File: src/rtl/load_store_unit.sv
// Memory-stage load/store unit: issues one word-bus access at a time, forms
// byte lanes for stores, extracts and extends load data, and flags misalignment/timeouts.
module load_store_unit #(
    parameter int unsigned TIMEOUT_CYCLES = 32'd255
) (
    input  logic        clk,
    input  logic        rst_n,
    input  logic        m_valid,
    input  logic        m_write,
    input  logic [1:0]  m_size,
    input  logic        m_sign,
    input  logic [31:0] m_addr,
    input  logic [31:0] m_wdata,
    output logic        m_stall,
    output logic        m_done,
    output logic [31:0] m_rdata,
    output logic        m_misaligned,
    output logic        m_bus_err,
    output logic        bus_req,
    output logic        bus_we,
    output logic [31:0] bus_addr,
    output logic [31:0] bus_wdata,
    output logic [3:0]  bus_be,
    input  logic        bus_gnt,
    input  logic        bus_rvalid,
    input  logic [31:0] bus_rdata
);

    typedef enum logic [1:0] {
        IDLE = 2'd0,
        REQ  = 2'd1,
        RESP = 2'd2,
        DONE = 2'd3
    } state_t;

    localparam logic [15:0] CNT_LAST = 16'(TIMEOUT_CYCLES - 32'd1);

    state_t      state_r;
    logic [15:0] cnt_r;
    logic [1:0]  lo_r;
    logic [1:0]  size_r;
    logic        sign_r;

    function automatic logic [3:0] lane_be(input logic [1:0] size, input logic [1:0] lo);
        logic [3:0] be;
        case (size)
            2'b00:   be = 4'b0001 << lo;
            2'b01:   be = lo[1] ? 4'b1100 : 4'b0011;
            default: be = 4'b1111;
        endcase
        return be;
    endfunction

    function automatic logic [31:0] lane_wdata(input logic [1:0] size, input logic [31:0] wd);
        logic [31:0] res;
        case (size)
            2'b00:   res = {4{wd[7:0]}};
            2'b01:   res = {2{wd[15:0]}};
            default: res = wd;
        endcase
        return res;
    endfunction

    function automatic logic is_misaligned(input logic [1:0] size, input logic [1:0] lo);
        logic mis;
        case (size)
            2'b00:   mis = 1'b0;
            2'b01:   mis = lo[0];
            default: mis = (lo != 2'b00);
        endcase
        return mis;
    endfunction

    // m_sign: 0 selects sign extension, 1 selects zero extension
    function automatic logic [31:0] load_extract(input logic [31:0] word, input logic [1:0] lo,
                                                 input logic [1:0] size, input logic sign);
        logic [7:0]  b;
        logic [15:0] h;
        logic [31:0] res;
        case (lo)
            2'd0:    b = word[7:0];
            2'd1:    b = word[15:8];
            2'd2:    b = word[23:16];
            default: b = word[31:24];
        endcase
        h = lo[1] ? word[31:16] : word[15:0];
        case (size)
            2'b00:   res = sign ? {24'h000000, b} : {{24{b[7]}}, b};
            2'b01:   res = sign ? {16'h0000, h} : {{16{h[15]}}, h};
            default: res = word;
        endcase
        return res;
    endfunction

    assign m_stall = m_valid & ~m_done;

    // Access sequencer: IDLE -> REQ -> (RESP) -> DONE, all outputs registered
    always_ff @(posedge clk or negedge rst_n) begin
        if (!rst_n) begin
            state_r      <= IDLE;
            cnt_r        <= 16'd0;
            lo_r         <= 2'b00;
            size_r       <= 2'b00;
            sign_r       <= 1'b0;
            bus_req      <= 1'b0;
            bus_we       <= 1'b0;
            bus_addr     <= 32'h0;
            bus_wdata    <= 32'h0;
            bus_be       <= 4'h0;
            m_done       <= 1'b0;
            m_rdata      <= 32'h0;
            m_misaligned <= 1'b0;
            m_bus_err    <= 1'b0;
        end else begin
            case (state_r)
                IDLE: begin
                    if (m_valid) begin
                        if (is_misaligned(m_size, m_addr[1:0])) begin
                            state_r      <= DONE;
                            m_done       <= 1'b1;
                            m_misaligned <= 1'b1;
                            m_rdata      <= 32'h0;
                        end else begin
                            state_r   <= REQ;
                            cnt_r     <= 16'd0;
                            lo_r      <= m_addr[1:0];
                            size_r    <= m_size;
                            sign_r    <= m_sign;
                            bus_req   <= 1'b1;
                            bus_we    <= m_write;
                            bus_addr  <= {m_addr[31:2], 2'b00};
                            bus_be    <= lane_be(m_size, m_addr[1:0]);
                            bus_wdata <= lane_wdata(m_size, m_wdata);
                        end
                    end else begin
                        state_r <= IDLE;
                    end
                end
                REQ: begin
                    if (bus_gnt) begin
                        bus_req <= 1'b0;
                        cnt_r   <= cnt_r + 16'd1;
                        if (bus_we) begin
                            state_r <= DONE;
                            m_done  <= 1'b1;
                        end else begin
                            state_r <= RESP;
                        end
                    end else if (cnt_r == CNT_LAST) begin
                        state_r   <= DONE;
                        bus_req   <= 1'b0;
                        m_done    <= 1'b1;
                        m_bus_err <= 1'b1;
                        m_rdata   <= 32'h0;
                    end else begin
                        cnt_r <= cnt_r + 16'd1;
                    end
                end
                RESP: begin
                    if (bus_rvalid) begin
                        state_r <= DONE;
                        m_done  <= 1'b1;
                        m_rdata <= load_extract(bus_rdata, lo_r, size_r, sign_r);
                    end else if (cnt_r == CNT_LAST) begin
                        state_r   <= DONE;
                        m_done    <= 1'b1;
                        m_bus_err <= 1'b1;
                        m_rdata   <= 32'h0;
                    end else begin
                        cnt_r <= cnt_r + 16'd1;
                    end
                end
                DONE: begin
                    state_r      <= IDLE;
                    m_done       <= 1'b0;
                    m_misaligned <= 1'b0;
                    m_bus_err    <= 1'b0;
                end
                default: begin
                    state_r      <= IDLE;
                    bus_req      <= 1'b0;
                    m_done       <= 1'b0;
                    m_misaligned <= 1'b0;
                    m_bus_err    <= 1'b0;
                end
            endcase
        end
    end

endmodule

File: config.mk
export PLATFORM = sky130hd
export DESIGN_NAME = load_store_unit
export DESIGN_NICKNAME = d
export VERILOG_FILES = /design/src/rtl/load_store_unit.sv
export SDC_FILE = /design/constraint.sdc
export NUM_CORES = 1
export LEC_CHECK = 0
export ABC_AREA = 0
export CORE_ASPECT_RATIO = 0.9
export CORE_MARGIN = 3
export CORE_UTILIZATION = 25
export DETAILED_ROUTE_END_ITERATION = 8
export HOLD_SLACK_MARGIN = 0.12
export SETUP_SLACK_MARGIN = 0.02
export SLEW_MARGIN = 40
export SYNTH_ARGS = -nofsm -noshare
export SYNTH_HDL_FRONTEND = slang
export SYNTH_SLANG_ARGS = --single-unit
File: constraint.sdc
create_clock -name clk -period 2.7 [get_ports clk]
set_input_delay 0.27 -clock clk [delete_from_list [all_inputs] [get_ports clk]]
set_output_delay 0.27 -clock clk [all_outputs]
set_load 0.01 [all_outputs]
==> flow_metrics.tcl, run 1 <==
set metrics [dict create \
    tritoncts_clock_tree "built" \
    critical_path_arrival_ns 2.74 \
    finalPower_mw 9.12 \
    cts.repair.resized 0 \
    core_area_um2 23500 \
    p_leak_nw 3.80 \
    tightest_slew_ns 0.745 \
    die_h_um 153 \
    antenna_diode_count 0 \
    initial_cell_density_of_the_core 0.255 \
    worstSetupPathType "reg2reg" \
    die_x_extent_um 169 \
    avgRoutedWirePerCell_um 16.9 \
    cts.reportedPaths.clkPinSlew_ns 0.07 \
    numPortBuffers 208 \
    crit_slowest_cell "sky130_fd_sc_hd__or4_1" \
    synth.cells.most_frequent "126 x sky130_fd_sc_hd__dfrtp_1, 82 x sky130_fd_sc_hd__o21ai_0, 80 x sky130_fd_sc_hd__nand2_1" \
    vias_in_the_first_global_route 5174 \
    swShare 0.354 \
    std_cell_rows 53 \
    finalHoldViolations 0 \
    num_io_pins 211 \
    grt_first_pass_wirelength_um 29700 \
    path_cells "inv_1, ha_1, and2_1, or2_2, or2_2, or4_1, nand3_1" \
    start_kind "register" \
    timing.clock.skew_ns 0.0110 \
    timing.rr.start "state_r[0]" \
    r2r_cells 7 \
    share_seq_of_total_power 0.334 \
    finalWorstPathRequiredPeriod_ns 2.38 \
    outcome "finished, final reports clean" \
    detailed_placement_wirelength_estimate_um 13800 \
    power.clock.fraction 0.260 \
    crit_path_start "state_r[0]" \
    cell_internal_pwr_mw 5.90 \
    yosys.area.top_type_share 0.527 \
    synth.cell_area_um2 5980 \
    max_clock_freq_ghz 0.419 \
    synth_cell_types 51 \
    synth_largest_area_cell "sky130_fd_sc_hd__dfrtp_1" \
    drtPass1Iterations 4 \
    final-max-slew-violation-count 0 \
    cp.required_ns 3.05 \
    detail_route.drc_violations 0 \
    post_cts_buffers 0 \
    rsz0062_at_grt "no" \
    clkSinkCount 126 \
    cpPeakStageDelay_ns 0.52 \
    ys.warnings.count 0 \
    largest_buffer_count_on_any_clock_path 2 \
    cts_buf_count 17 \
    gp_congestion 0.807 \
    worstSkewPairLatency_ns 0.41 \
    comb_power_share 0.406 \
    root_buffer "sky130_fd_sc_hd__clkbuf_16" \
    max-cap-violations 0 \
    synth-edff-count 0 \
    num_vias 5207 \
    overflow 0 \
    min-delay-path-class "in2async" \
    crit_end "cnt_r[10]" \
    finalSetupTns_ns 0 \
    finalCritPeriodShare 0.883 \
    detail-route-antenna-nets 0 \
    synth.top_cells.by_area "sky130_fd_sc_hd__dfrtp_1 53%, sky130_fd_sc_hd__mux2_2 8.3%, sky130_fd_sc_hd__o21ai_0 6.9%" \
    worst_slew_margin_rel 0.504 \
    regToRegSetupSlack_ns 0.32 \
    power_per_cell_area_nw_per_um2 1000 \
    grt_antenna_before_repair 0 \
    post-synth-top-count-cell "sky130_fd_sc_hd__dfrtp_1" \
    post_synthesis_async_set_or_reset_flop_share 1.00 \
    cts_hold_buffers 1 \
    p_sw_mw 3.23 \
    timing.critical_path.fanout_max 11 \
    synth.avg_cell_area_um2 10.2 \
    num-nets-final 910 \
    synthCells 586 \
    postSynth.topFlopCell "sky130_fd_sc_hd__dfrtp_1" \
    h-tree-depth 4 \
    synth_seq_cells 126 \
    detailedRoute.firstIterationViolations 285 \
    final_area_um2 9090 \
    regToRegEndpoint "cnt_r[10]" \
    syn_to_final_growth_pct 51.9 \
    finalSetupViolations 0 \
    ir_worst_vdd_v 0.000475 \
    final_core_util 0.387 \
    design.die.area_um2 25800 \
    end_kind "register" \
    grt_start_max_net_pins 52 \
    fraction_of_layout_instances_using_a_drive_strength_above_1 0.128 \
    globalRouteTotalUtil 0.145 \
    routed_wirelength_um 18800 \
    most_frequent_cell_on_the_critical_path "sky130_fd_sc_hd__or2_2" \
    placed_instance_area_um2 8480 \
    vias_per_cell 4.67 \
    synth.yosys.seq_area_share 0.527 \
]
[metrics by stage]
step	hold slack (ns)	worst slack (ns)	cells
after floorplan	-0.0256	0.463	587
after global placement	0.269	0.352	1081
after detailed placement	0.267	0.314	1081
after CTS	0.336	0.327	1114
after global routing	0.372	0.181	1114
final	0.348	0.316	1114
[sequential cells by signal, summed over array words and instances, names as in the netlist]
name and cells:
state_r 2, size_r 2, m_bus_err 1, bus_we 1
m_done 1, lo_r 2, bus_wdata 32, bus_req 1
sign_r 1, bus_addr 30, cnt_r 16, bus_be 4
m_misaligned 1, m_rdata 32
[worst min-delay path by stage]
stage	from	to	slack [ns]	cells after the start
finish	rst_n	bus_addr[13]	0.35	2
global route	rst_n	bus_addr[13]	0.37	2
CTS	rst_n	bus_addr[13]	0.34	2
detailed placement	rst_n	bus_addr[13]	0.27	1
global placement	rst_n	bus_addr[13]	0.27	1
floorplan	rst_n	bus_addr[10]	-0.03	0
[layout make-up]
class | instances | area (µm²)
clock inverters | 14 | 170
fillers | 2329 | 14400
repair buffers | 227 | 2250
flip-flops and latches | 126 | 3150
inverters | 12 | 45.0
multi-input cells | 415 | 2660
well taps | 302 | 378
clock buffers | 18 | 429
[cells in the final DEF, fill, tap and decap left out, types with 7 or more instances in the layout]
cell type	synthesis	routed
sky130_fd_sc_hd__clkdlybuf4s50_1	0	207
sky130_fd_sc_hd__dfrtp_1	126	126
sky130_fd_sc_hd__o21ai_0	82	81
sky130_fd_sc_hd__nand2_1	80	80
sky130_fd_sc_hd__mux2_2	44	44
sky130_fd_sc_hd__a21oi_1	33	33
sky130_fd_sc_hd__mux2i_1	28	28
sky130_fd_sc_hd__nor2_1	20	20
sky130_fd_sc_hd__nor2b_1	19	19
sky130_fd_sc_hd__clkbuf_16	0	17
sky130_fd_sc_hd__buf_4	2	17
sky130_fd_sc_hd__nand2b_1	14	14
sky130_fd_sc_hd__inv_1	12	12
sky130_fd_sc_hd__nand3_1	9	8
sky130_fd_sc_hd__o21ai_1	6	7
sky130_fd_sc_hd__o31ai_1	7	7
[cell families (layout without fill, tap and decap cells)]
| group | Yosys count | after routing | share of synthesized area |
|---|---|---|---|
| compound gates | 164 | 164 | 0.159 |
| fa+ha+maj | 6 | 6 | 0.0125 |
| buf+inv | 46 | 271 | 0.0309 |
| flops | 126 | 126 | 0.527 |
| mux | 72 | 72 | 0.130 |
| other cells | 1 | 2 | 0.000627 |
| simple gates | 171 | 171 | 0.141 |
[power groups by stage]
| stage | registers, mW | logic (mW) | clock network [mW] |
|---|---|---|---|
| floorplan | 3.19 | 1.57 | 0 |
| global placement | 3.06 | 3.72 | 0 |
| detailed placement | 3.08 | 3.73 | 0 |
| CTS | 3.06 | 3.76 | 2.46 |
| global route | 3.15 | 4.07 | 2.54 |
| finish | 3.05 | 3.70 | 2.37 |
[worst max-delay path: cells and delay by family (launching register included)]
kind          cells  cell delay (ns)
fa+ha+maj         1             0.27
buf+inv           1             0.09
flops             1             0.41
simple gates      5             1.53
[per-layer routing]
layer	global-route usage	share of wire	vias to the layer above
met1	0.193	0.45	2478
met5	0	0	-
met3	0.0680	0.099	16
li1	-	-	2518
met4	0.0362	0.012	0
met2	0.215	0.44	195
No activity file was read; power rests on OpenSTA's default activity.
==> run 2, diff against run 1 <==
--- a/config.mk
+++ b/config.mk
@@ -11,6 +11,7 @@
 export CORE_UTILIZATION = 25
 export DETAILED_ROUTE_END_ITERATION = 8
 export HOLD_SLACK_MARGIN = 0.12
+export PLACE_DENSITY = 0.58
 export SETUP_SLACK_MARGIN = 0.02
 export SLEW_MARGIN = 40
 export SYNTH_ARGS = -nofsm -noshare
==> run 2 against run 1 <==
Net effect: clock skew is 0.0028 ns higher; final cell count is essentially flat; via count shrank 0.25%; clock power fell by 3%; power is 0.39% lower; non-clock buffer count rose by 1; critical path type unchanged.
==> flow_metrics.tcl, run 2 (synthesis results as in run 1) <==
set metrics [dict create \
    outcome "finished, final reports clean" \
    globalRouteTotalUtil 0.146 \
    cts_buf_count 17 \
    max_clock_freq_ghz 0.422 \
    most_frequent_cell_on_the_critical_path "sky130_fd_sc_hd__or2_2" \
    finalSetupTns_ns 0 \
    biggestRegsByFlops "bus_wdata (32), m_rdata (32), bus_addr (30)" \
    finalWorstPathRequiredPeriod_ns 2.37 \
    end_kind "register" \
    timing.final.ws_setup_ns 0.333 \
    cpPeakStageDelay_ns 0.53 \
    core_area_um2 23500 \
    timing.critical_path.fanout_max 11 \
    timing.clock.skew_ns 0.0138 \
    cts.reportedPaths.clkPinSlew_ns 0.07 \
    p_sw_mw 3.25 \
    comb_power_share 0.422 \
    p_leak_nw 3.81 \
    final-max-slew-violation-count 0 \
    tritoncts_clock_tree "built" \
    largest_buffer_count_on_any_clock_path 2 \
    start_kind "register" \
    grt_antenna_before_repair 0 \
    die_h_um 153 \
    crit_slowest_cell "sky130_fd_sc_hd__or4_1" \
    rsz0062_at_grt "no" \
    clkSinkCount 126 \
    die_x_extent_um 169 \
    detail_route.drc_violations 0 \
    h-tree-depth 4 \
    ir_worst_vdd_v 0.000403 \
    share_seq_of_total_power 0.326 \
    fraction_of_layout_instances_using_a_drive_strength_above_1 0.130 \
    vias_in_the_first_global_route 5318 \
    tightest_slew_ns 0.752 \
    min-delay-path-class "in2async" \
    num_io_pins 211 \
    initial_cell_density_of_the_core 0.255 \
    root_buffer "sky130_fd_sc_hd__clkbuf_16" \
    routed_wirelength_um 19000 \
    post_cts_buffers 0 \
    avgRoutedWirePerCell_um 17.0 \
    most-common-layout-cells "207 x sky130_fd_sc_hd__clkdlybuf4s50_1, 126 x sky130_fd_sc_hd__dfrtp_1, 81 x sky130_fd_sc_hd__o21ai_0" \
    antenna_diode_count 0 \
    worstSetupPathType "reg2reg" \
    syn_to_final_growth_pct 52.0 \
    critical_path_arrival_ns 2.71 \
    detailed_placement_wirelength_estimate_um 13900 \
    finalHoldViolations 0 \
    num-nets-final 911 \
    detail-route-antenna-nets 0 \
    drtPass1Iterations 4 \
    grt_first_pass_wirelength_um 30000 \
    gp_congestion 0.773 \
    std_cell_rows 53 \
    swShare 0.358 \
    cell_internal_pwr_mw 5.83 \
    design.die.area_um2 25800 \
    finalSetupViolations 0 \
    max-cap-violations 0 \
    vias_per_cell 4.66 \
    power_per_cell_area_nw_per_um2 999 \
    detailedRoute.firstIterationViolations 342 \
    worstSkewPairLatency_ns 0.42 \
    mostFrequentLayoutCell "sky130_fd_sc_hd__clkdlybuf4s50_1" \
    worst_slew_margin_rel 0.493 \
    overflow 0 \
    grt_start_max_net_pins 58 \
    power.clock.fraction 0.252 \
    num_vias 5194 \
    r2r_cells 7 \
    finalCritPeriodShare 0.877 \
    cp.required_ns 3.04 \
    numPortBuffers 208 \
    path_cells "inv_1, ha_1, and2_1, or2_2, or2_2, or4_1, nand3_1" \
    placement_stage_worst_setup_slack_ns 0.356 \
]
run 2: metrics by stage:
stage               total power, mW  cell area (µm²)  instances  utilization  hold slack (ns)
finish                         9.09             9100       1115        0.387            0.376
global route                   9.69             9100       1115        0.387            0.407
CTS                            9.22             9100       1115        0.387            0.385
detailed placement             6.86             8510       1082        0.362            0.276
global placement               6.82             8500       1082        0.362            0.279
floorplan                      4.76             5990        587            -          -0.0256
run 2: power groups by stage:
stage	logic (mW)	clock network [mW]	registers, mW
after floorplan	1.57	0	3.19
after global placement	3.85	0	2.98
after detailed placement	3.86	0	3.00
after CTS	3.88	2.35	2.98
after global routing	4.19	2.43	3.07
final	3.83	2.29	2.97
run 2: timing repair:
action | in CTS | in global routing
resized for setup | 0 | 0
endpoints found under the hold margin | 55 | 0
hold buffers | 1 | 0
run 2: worst max-delay path, delay by kind of cell (launching register included):
kind                       cells  cell delay [ns]
buffers and inverters          1             0.08
and+or+nand+nor                5             1.55
DFF                            1             0.41
adders and majority gates      1             0.27
run 2: worst paths after layout:
check,startpoint,to,slack (ns)
hold reg to reg,bus_wdata[29],bus_wdata[29],0.48
setup / recovery,state_r[0],cnt_r[10],0.33
min in group clk,m_addr[31],bus_addr[31],0.46
max in group asynchronous,rst_n,bus_wdata[30],1.56
setup reg to reg,state_r[0],cnt_r[10],0.33
hold / removal,rst_n,bus_addr[10],0.38
run 2: cell type report:
class                           count  area (µm²)
Clock buffer                       18         429
Multi-Input combinational cell    415        2670
Inverter                           12        45.0
Timing Repair Buffer              228        2270
Fill cell                        2384       14400
Clock inverter                     14         149
Tap cell                          302         378
Sequential cell                   126        3150
run 2: metal layers:
layer / global-route usage / up-vias / routed length (µm)
met3: 0.0612 / 8 / 1640
met1: 0.193 / 2480 / 8790
li1: - / 2518 / -
met4: 0.0257 / 0 / 101
met5: 0 / - / 0
met2: 0.226 / 188 / 8480
==> run 3, diff against run 2 <==
--- a/config.mk
+++ b/config.mk
@@ -8,11 +8,10 @@
 export ABC_AREA = 0
 export CORE_ASPECT_RATIO = 0.9
 export CORE_MARGIN = 3
-export CORE_UTILIZATION = 25
+export CORE_UTILIZATION = 45
 export DETAILED_ROUTE_END_ITERATION = 8
 export HOLD_SLACK_MARGIN = 0.12
-export PLACE_DENSITY = 0.58
-export SETUP_SLACK_MARGIN = 0.02
+export PLACE_DENSITY = 0.88
 export SLEW_MARGIN = 40
 export SYNTH_ARGS = -nofsm -noshare
 export SYNTH_HDL_FRONTEND = slang
==> run 3 against run 2 <==
Net effect: sequential share of layout area increased by 0.69 points; critical path type unchanged; maximum frequency decreased by 2.9%; clock power about the same; die area decreased by 43%.
==> flow_metrics.tcl, run 3 (synthesis results as in run 1) <==
set metrics [dict create \
    tritoncts_clock_tree "built" \
    register_area_um2 3150 \
    globalRouteTotalUtil 0.264 \
    worstSetupPathType "reg2reg" \
    critical_path_arrival_ns 2.80 \
    die_h_um 115 \
    min-delay-path-class "in2async" \
    detail-route-antenna-nets 0 \
    rsz0062_at_grt "no" \
    vias_in_the_first_global_route 5824 \
    p_leak_nw 3.79 \
    avgRoutedWirePerCell_um 19.9 \
    clkSinkCount 126 \
    worstSkewPairLatency_ns 0.42 \
    cp.required_ns 3.06 \
    num_vias 5589 \
    filler_cell_count 878 \
    path_cells "inv_1, ha_1, and2_1, or2_2, or2_2, or4_1, nand3_1" \
    ir_worst_vdd_v 0.000825 \
    max_clock_freq_ghz 0.410 \
    design.die.area_um2 14700 \
    grt_antenna_before_repair 0 \
    die_x_extent_um 128 \
    end_kind "register" \
    gp_congestion 0.940 \
    timing.clock.skew_ns 0.00775 \
    cp.buffers_inverters 1 \
    finalCritPeriodShare 0.903 \
    multi_input_area_um2 2670 \
    finalSetupViolations 0 \
    finalSetupTns_ns 0 \
    num-nets-final 909 \
    cts_buf_count 17 \
    finalHoldViolations 0 \
    tightest_slew_ns 0.730 \
    overflow 0 \
    cts.reportedPaths.clkPinSlew_ns 0.06 \
    finalWorstPathRequiredPeriod_ns 2.44 \
    cpPeakStageDelay_ns 0.53 \
    placed_instance_area_um2 8300 \
    timing.critical_path.fanout_max 11 \
    routed_wirelength_um 19400 \
    crit_slowest_cell "sky130_fd_sc_hd__or4_1" \
    syn_to_final_growth_pct 49.1 \
    initial_cell_density_of_the_core 0.466 \
    grt_start_max_net_pins 55 \
    detailedRoute.firstIterationViolations 529 \
    biggestRegsByFlops "bus_wdata (32), m_rdata (32), bus_addr (30)" \
    most-common-layout-cells "207 x sky130_fd_sc_hd__clkdlybuf4s50_1, 126 x sky130_fd_sc_hd__dfrtp_1, 81 x sky130_fd_sc_hd__o21ai_0" \
    grt_first_pass_wirelength_um 30300 \
    fraction_of_layout_instances_using_a_drive_strength_above_1 0.131 \
    largest_buffer_count_on_any_clock_path 2 \
    detailed_placement_wirelength_estimate_um 13700 \
    final_core_util 0.695 \
    outcome "finished, final reports clean" \
    antenna_diode_count 0 \
    core_area_um2 12800 \
    power_per_cell_area_nw_per_um2 1030 \
    start_kind "register" \
    final-max-slew-violation-count 0 \
    path_delay_family "simple AND/OR/NAND/NOR gates" \
    most_frequent_cell_on_the_critical_path "sky130_fd_sc_hd__or2_2" \
    h-tree-depth 4 \
    std_cell_rows 39 \
    final_area_um2 8920 \
    max-cap-violations 0 \
    root_buffer "sky130_fd_sc_hd__clkbuf_16" \
    vias_per_cell 5.73 \
    numPortBuffers 208 \
    worst_slew_margin_rel 0.513 \
    finalPower_mw 9.23 \
    drtPass1Iterations 7 \
    num_io_pins 211 \
    mostFrequentLayoutCell "sky130_fd_sc_hd__clkdlybuf4s50_1" \
    detail_route.drc_violations 0 \
]
[run 3: final timing paths]
| check | end | cells after the start | slack, ns | startpoint |
|---|---|---|---|---|
| hold / removal | m_rdata[1] | 2 | 0.43 | rst_n |
| max in group asynchronous | m_rdata[4] | 3 | 1.38 | rst_n |
| setup reg to reg | cnt_r[10] | 7 | 0.26 | state_r[0] |
| setup / recovery | cnt_r[10] | 7 | 0.26 | state_r[0] |
| min in group clk | bus_addr[19] | 2 | 0.45 | m_addr[19] |
| hold reg to reg | m_rdata[19] | 2 | 0.49 | m_rdata[19] |
[run 3: power breakdown]
part	total [mW]	internal (mW)	switching, mW	leakage [nW]
registers	3.00	2.54	0.453	1.61
logic	3.91	1.97	1.94	1.90
clock network	2.32	1.43	0.890	0.285
[run 3: area by class of cell]
class / instances / area share
Clock inverter: 12 / 0.0152
Multi-Input combinational cell: 415 / 0.300
Timing Repair Buffer: 226 / 0.251
Inverter: 12 / 0.00505
Clock buffer: 20 / 0.0523
Tap cell: 164 / 0.0230
Sequential cell: 126 / 0.354
[run 3: stage by stage]
step | worst slack, ns | hold WS, ns | std cells
detailed placement | 0.150 | 0.344 | 942
CTS | 0.165 | 0.445 | 975
global route | 0.134 | 0.455 | 975
floorplan | 0.463 | -0.0256 | 587
global placement | 0.282 | 0.347 | 942
finish | 0.263 | 0.431 | 975
[run 3: what timing repair did]
action	in CTS	in global routing
hold buffers	1	0
setup buffers	0	0
endpoints found under the hold margin	51	0
endpoints found under the setup margin	0	5
gates resized for setup	0	1
[run 3: metal layers]
layer | up-vias | GRT usage | part of all wire
met5 | - | 0 | 0
met4 | 0 | 0.105 | 0.024
met3 | 43 | 0.104 | 0.099
met2 | 299 | 0.444 | 0.49
met1 | 2742 | 0.306 | 0.39
li1 | 2505 | - | -
[run 3: worst reg2reg max path, cell delays in order (launching register included)]
cell and delay, ns:
sky130_fd_sc_hd__dfrtp_1 0.42, sky130_fd_sc_hd__inv_1 0.10, sky130_fd_sc_hd__ha_1 0.27, sky130_fd_sc_hd__and2_1 0.24, sky130_fd_sc_hd__or2_2 0.32, sky130_fd_sc_hd__or2_2 0.39
sky130_fd_sc_hd__or4_1 0.54, sky130_fd_sc_hd__nand3_1 0.09
